`config.mk`:
```
export PLATFORM = sky130hd
export DESIGN_NAME = cw_sequencer
export DESIGN_NICKNAME = d
export VERILOG_FILES = /design/src/rtl/cw_sequencer.sv
export SDC_FILE = /design/constraint.sdc
export NUM_CORES = 1
export LEC_CHECK = 0
export CAP_MARGIN = 20
export CORE_ASPECT_RATIO = 1.4
export CORE_MARGIN = 1.5
export CORE_UTILIZATION = 60
export CTS_CLUSTER_SIZE = 14
export DETAILED_ROUTE_END_ITERATION = 16
export PLACE_DENSITY = 0.84
export SYNTH_ARGS = -nofsm -noshare
export SYNTH_HDL_FRONTEND = slang
export SYNTH_SLANG_ARGS = --single-unit
```
`constraint.sdc`:
```
create_clock -name clk -period 3.9 [get_ports clk]
set_input_delay 0.78 -clock clk [delete_from_list [all_inputs] [get_ports clk]]
set_output_delay 0.78 -clock clk [all_outputs]
set_load 0.01 [all_outputs]
```
`src/rtl/cw_sequencer.sv`:
```
// Control-word program sequencer.
// Stores up to DEPTH 16-bit control words from the switches. It then replays them to the
// Datapath, one word per issue, in either single-step mode or free-running mode. An issued
// word is driven for exactly one clock. Every other cycle drives NOP (16'h0000, so RW=0).
//
// Ports:
//   clk          system clock
//   reset_b      asynchronous active-low reset
//   cw_in        control word from switches {DA,AA,BA,MB,FS,MD,RW}
//   load         pulse: append cw_in to the buffer (IDLE only)
//   start        pulse: replay from slot 0 (IDLE or DONE, count > 0)
//   step         pulse: issue next word while waiting in step mode
//   run          level: 1 = free-running, 0 = single-step
//   clear        pulse: empty buffer, return to IDLE (highest priority)
//   control_word registered word to the Datapath
//   cw_valid     high while control_word carries an issued word
//   count        number of words loaded, 0..DEPTH
//   pc           index of the last-issued / next-to-issue slot
//   full         count == DEPTH
//   busy         replay in progress (ISSUE or WAIT)
//   done         replay finished (DONE)
module cw_sequencer #(
  parameter int unsigned DEPTH   = 16,
  parameter int unsigned AW      = 4,
  parameter int unsigned RUN_DIV = 25000000
) (
  input  logic          clk,
  input  logic          reset_b,
  input  logic [15:0]   cw_in,
  input  logic          load,
  input  logic          start,
  input  logic          step,
  input  logic          run,
  input  logic          clear,
  output logic [15:0]   control_word,
  output logic          cw_valid,
  output logic [AW:0]   count,
  output logic [AW-1:0] pc,
  output logic          full,
  output logic          busy,
  output logic          done
);

  localparam int unsigned DW       = (RUN_DIV > 1) ? $clog2(RUN_DIV) : 1;
  localparam logic [DW-1:0] DivLast  = DW'(RUN_DIV - 1);
  localparam logic [AW:0]   CountMax = (AW + 1)'(DEPTH);

  typedef enum logic [1:0] {StIdle, StIssue, StWait, StDone} state_e;

  state_e        state_q, state_d;
  logic [15:0]   cw_q, cw_d;
  logic          valid_q, valid_d;
  logic [AW:0]   count_q, count_d;
  logic [AW-1:0] pc_q, pc_d;
  logic [DW-1:0] div_q, div_d;
  logic          mem_we;
  logic [15:0]   mem_q [DEPTH];
  logic          full_w;

  assign full_w = (count_q == CountMax);

  always_comb begin
    state_d = state_q;
    cw_d    = 16'h0000;  // NOP unless a word is issued this edge
    valid_d = 1'b0;
    count_d = count_q;
    pc_d    = pc_q;
    div_d   = div_q;
    mem_we  = 1'b0;

    if (clear) begin
      state_d = StIdle;
      count_d = '0;
      pc_d    = '0;
      div_d   = '0;
    end else begin
      unique case (state_q)
        StIdle, StDone: begin
          // start shadows a simultaneous load even when it is itself ignored
          if (start) begin
            if (count_q != '0) begin
              pc_d    = '0;
              cw_d    = mem_q[0];
              valid_d = 1'b1;
              state_d = StIssue;
            end
          end else if (load && (state_q == StIdle) && !full_w) begin
            mem_we  = 1'b1;
            count_d = count_q + (AW + 1)'(1);
          end
        end
        StIssue: begin
          if ({1'b0, pc_q} == count_q - (AW + 1)'(1)) begin
            state_d = StDone;
          end else begin
            pc_d    = pc_q + AW'(1);
            div_d   = '0;
            state_d = StWait;
          end
        end
        StWait: begin
          if (run) begin
            if (div_q == DivLast) begin
              cw_d    = mem_q[pc_q];
              valid_d = 1'b1;
              div_d   = '0;
              state_d = StIssue;
            end else begin
              div_d = div_q + DW'(1);
            end
          end else begin
            // Leaving run mode mid-wait restarts the interval from zero
            div_d = '0;
            if (step) begin
              cw_d    = mem_q[pc_q];
              valid_d = 1'b1;
              state_d = StIssue;
            end
          end
        end
        default: state_d = StIdle;
      endcase
    end
  end

  always_ff @(posedge clk or negedge reset_b) begin
    if (!reset_b) begin
      state_q <= StIdle;
      cw_q    <= 16'h0000;
      valid_q <= 1'b0;
      count_q <= '0;
      pc_q    <= '0;
      div_q   <= '0;
    end else begin
      state_q <= state_d;
      cw_q    <= cw_d;
      valid_q <= valid_d;
      count_q <= count_d;
      pc_q    <= pc_d;
      div_q   <= div_d;
    end
  end

  // Buffer is deliberately not reset; slots beyond count are don't-care
  always_ff @(posedge clk) begin
    if (mem_we) begin
      mem_q[count_q[AW-1:0]] <= cw_in;
    end
  end

  assign control_word = cw_q;
  assign cw_valid     = valid_q;
  assign count        = count_q;
  assign pc           = pc_q;
  assign full         = full_w;
  assign busy         = (state_q == StIssue) || (state_q == StWait);
  assign done         = (state_q == StDone);

endmodule

```
==> key figures <==
GRT
  – GR peak layer: met2
  – Via count of the first global-routing pass: between 7000 and 8000
  – GRT Resource Usage Total: 0.2665
  – Total gr overflow: 0
  – GR Layer Usage met3: 0.03460
  – Wire length of the first global-routing pass: between 40000 and 50000 um
  – Met2 Track Usage GR: 0.4715
  – Routing usage on met1: 0.3435
  – Maximum number of pins on one net before global-route repair: between 50 and 60
  – Initial antenna violation count: 0

Clocking
  – Clock Latency Late Sink: 540 ps
  – Postcts setup bufs: 0
  – Sinks on Clock Net: about 310
  – Quantity of gates resized following cts: 0
  – CTS root buffer: sky130_fd_sc_hd__clkbuf_16
  – Clock transition at path regs: ~60 ps
  – CTS Buf Count: 28
  – Total of hold buffers inserted after clock tree synthesis: 0
  – CTS tree: built
  – CTS max path bufs: 3
  – H-tree lvl count: 1

Pwr
  – Pwr/cell area: between 400 and 500 nW/um2
  – Fraction of power consumed by combinational cells: 0.092
  – Worst ir drop on vdd: ~400 uV
  – Share of total power in sequential cells: 0.533
  – Net switching power figure: ~1500 uW
  – Internal power contribution: around 5400 uW
  – Net switching share of the total power: 0.2237
  – Leakage dissipation: roughly 0.0047 uW
  – Relative contribution of the clock network to total power: 0.375

Synth
  – Avg Synthesized Cell Area: around 18 um2
  – Area of the mapped netlist: roughly 13000 um2
  – Yosys reg bits: between 300 and 400
  – Flip-flop cell with the highest count after synthesis: sky130_fd_sc_hd__edfxtp_1
  – Post-Syn Nets: about 750
  – Post-synth EDFFs: around 260
  – Number of instances in the synthesized netlist: slightly above 700
  – Warnings from Yosys: 0
  – Unique masters post-synth: 53
  – Seq/Total Area, Yosys: 0.7143
  – Synth async-reset ratio: 0.1715

Critical path
  – Endpoint kind of the worst setup timing path: primary output
  – Data arrival time of the critical path: ~2300 ps
  – Delay of the slowest cell on the worst path: ~1100 ps
  – Family with the most delay on the worst path: flip-flops
  – Critical Path Slowest Stage Cell: sky130_fd_sc_hd__dfrtp_1
  – Crit-path max FO: 20
  – Sequence of cells on the critical path: clkdlybuf4s50_1
  – Worst R2R Path Depth: 6
  – Crit path required time: 3120 ps
  – Buffer and inverter count on the worst path: 1
  – Startpoint-to-endpoint class of the critical path: register to primary output
  – Number of cells on the critical path: 1
  – Launching element type of the critical path: register

Floorplan
  – Horizontal die dimension: 125.6 um
  – Cell row count: 62
  – Die outline area: between 20000 and 25000 um2
  – Floorplan die height: approximately 170 um
  – I/O pin count: 52
  – Initial standard-cell utilization of the core: 0.6139
  – Core area: around 21000 um2

Job
  – Max_cap viols: 0

Place
  – Number of buffer cells added on primary ports: approximately 50
  – Final weighted congestion of routability-driven global placement: between 0.8 and 0.9
  – Half-perimeter wire length of the detailed placement result: 16590 um

Drt
  – DRC marker count from the first detailed-route iteration: approximately 700
  – Average routed wire per standard cell: ~26 um
  – Number of design rule violations left after detail routing: 0
  – WL final: 28240 um
  – Antenna-violating nets left: 0
  – First drt pass iteration count: 7
  – Post-DR vias/cell: around 6.5
  – Overall via count from detail_route: ~7000

Cells and area
  – Net count reported at finish: ~830
  – Leading cell type in the layout, fill and taps excluded: sky130_fd_sc_hd__edfxtp_1
  – Diodes inserted: 0
  – Fraction of layout cells with a size suffix above 1: 0.2153
  – Synth-to-layout area growth: 14.27%
  – Most used cells in the layout excluding fill and tap cells: sky130_fd_sc_hd__edfxtp_1, sky130_fd_sc_hd__mux4_2, sky130_fd_sc_hd__dfrtp_1

Status
  – Status: complete, no violations

STA
  – Sum of negative setup slack: 0 ps
  – Relative slew slack: 0.2440
  – Hold violation count in the final report: 0
  – Fin crit share: 0.8001
  – Minimum clock period after layout: between 3000 and 4000 ps
  – Number of endpoints failing setup at the final stage: 0
  – Number of pins exceeding their max-slew limit in the final report: 0
  – Transition time of the tightest slew-check pin: between 1000 and 1500 ps
  – Setup repair after global routing missed its margin: no
  – Worst hold-check slack: about 270 ps
  – Highest clock rate: around 320 MHz
  – Setup skew after layout: about 14 ps

Min path
  – Path class of the lowest-slack min-delay path: input pin to async pin
==> through the flow <==
stage	cells	utilization	setup slack, ps	cell area [um2]	total power [uW]
after global routing	1069	0.7015	744.4	14420	7126
final	1069	0.7015	779.7	14420	6907
after floorplan	714	-	730.7	12620	4141
after global placement	1018	0.6596	1034	13560	4345
after detailed placement	1018	0.6596	1006	13560	4378
after CTS	1069	0.7015	782.7	14420	6936
==> logic make-up after synthesis <==
family,after synthesis,synth area share
flops,309,0.7143
simple gates,154,0.06197
compound gates,87,0.04065
mux,83,0.1453
buf+inv,61,0.02102
xor+xnor,10,0.006940
fa+ha+maj,10,0.009915
==> cell type report <==
cell class | instances | area (um2)
inverter | 29 | 108.9
fill | 1232 | 6137
clock inverter | 7 | 38.79
clock buffer | 44 | 822.0
multi-input combinational | 344 | 3376
sequential | 309 | 9019
tap | 256 | 320.3
timing repair buffer | 80 | 735.7
==> path summary, 6_finish.rpt <==
kind                            startpoint   endpoint  slack [ps]
max in group asynchronous          reset_b      pc[0]        2770
min in group clk                 div_q[22]  div_q[22]         470
worst max-delay path                 pc[3]      pc[3]         780
worst min register to register   div_q[22]  div_q[22]         470
worst max register to register       pc[3]  div_q[12]        1030
worst min-delay path               reset_b   div_q[2]         270
==> flip-flops by register name, indices dropped and copies added, names as in the netlist <==
| signal | count |
|---|---|
| control_word | 16 |
| count | 5 |
| cw_valid | 1 |
| div_q | 25 |
| mem_q | 256 |
| pc | 4 |
| state_q | 2 |
==> Yosys cell counts, types with 2 or more instances <==
cell type / instances / area share
sky130_fd_sc_hd__a211oi_1: 4 / 0.0024
sky130_fd_sc_hd__a21o_1: 2 / 0.0012
sky130_fd_sc_hd__a21oi_1: 15 / 0.0059
sky130_fd_sc_hd__and2_1: 2 / 0.00099
sky130_fd_sc_hd__and3_1: 2 / 0.00099
sky130_fd_sc_hd__and4_1: 5 / 0.0035
sky130_fd_sc_hd__buf_2: 13 / 0.0052
sky130_fd_sc_hd__buf_6: 2 / 0.0018
sky130_fd_sc_hd__clkbuf_1: 15 / 0.0045
sky130_fd_sc_hd__dfrtp_1: 53 / 0.11
sky130_fd_sc_hd__edfxtp_1: 256 / 0.61
sky130_fd_sc_hd__ha_1: 10 / 0.0099
sky130_fd_sc_hd__inv_1: 29 / 0.0086
sky130_fd_sc_hd__mux2i_1: 2 / 0.0016
sky130_fd_sc_hd__mux4_2: 80 / 0.14
sky130_fd_sc_hd__nand2_1: 44 / 0.013
sky130_fd_sc_hd__nand3_1: 14 / 0.0056
sky130_fd_sc_hd__nand3b_1: 4 / 0.0024
sky130_fd_sc_hd__nand4_1: 6 / 0.0030
sky130_fd_sc_hd__nor2_1: 37 / 0.011
sky130_fd_sc_hd__nor3_1: 14 / 0.0056
sky130_fd_sc_hd__nor4_1: 3 / 0.0015
sky130_fd_sc_hd__nor4b_1: 2 / 0.0014
sky130_fd_sc_hd__o21ai_0: 46 / 0.018
sky130_fd_sc_hd__o21ai_1: 8 / 0.0032
sky130_fd_sc_hd__or2_2: 3 / 0.0015
sky130_fd_sc_hd__or3_1: 9 / 0.0045
sky130_fd_sc_hd__xnor2_1: 5 / 0.0035
sky130_fd_sc_hd__xor2_1: 5 / 0.0035
==> power groups by stage <==
stage	combinational, uW	clock [uW]	sequential [uW]
after detailed placement	628	0	3750
after floorplan	422	0	3720
final	637	2590	3680
after CTS	636	2620	3680
after global placement	600	0	3750
after global routing	689	2750	3690
==> metal layers <==
metal / wire (um) / share of wire
met4: 922 / 0.033
met5: 0 / 0
met3: 2085 / 0.074
met2: 15070 / 0.53
met1: 10150 / 0.36
(Power assumes the default switching activity.)
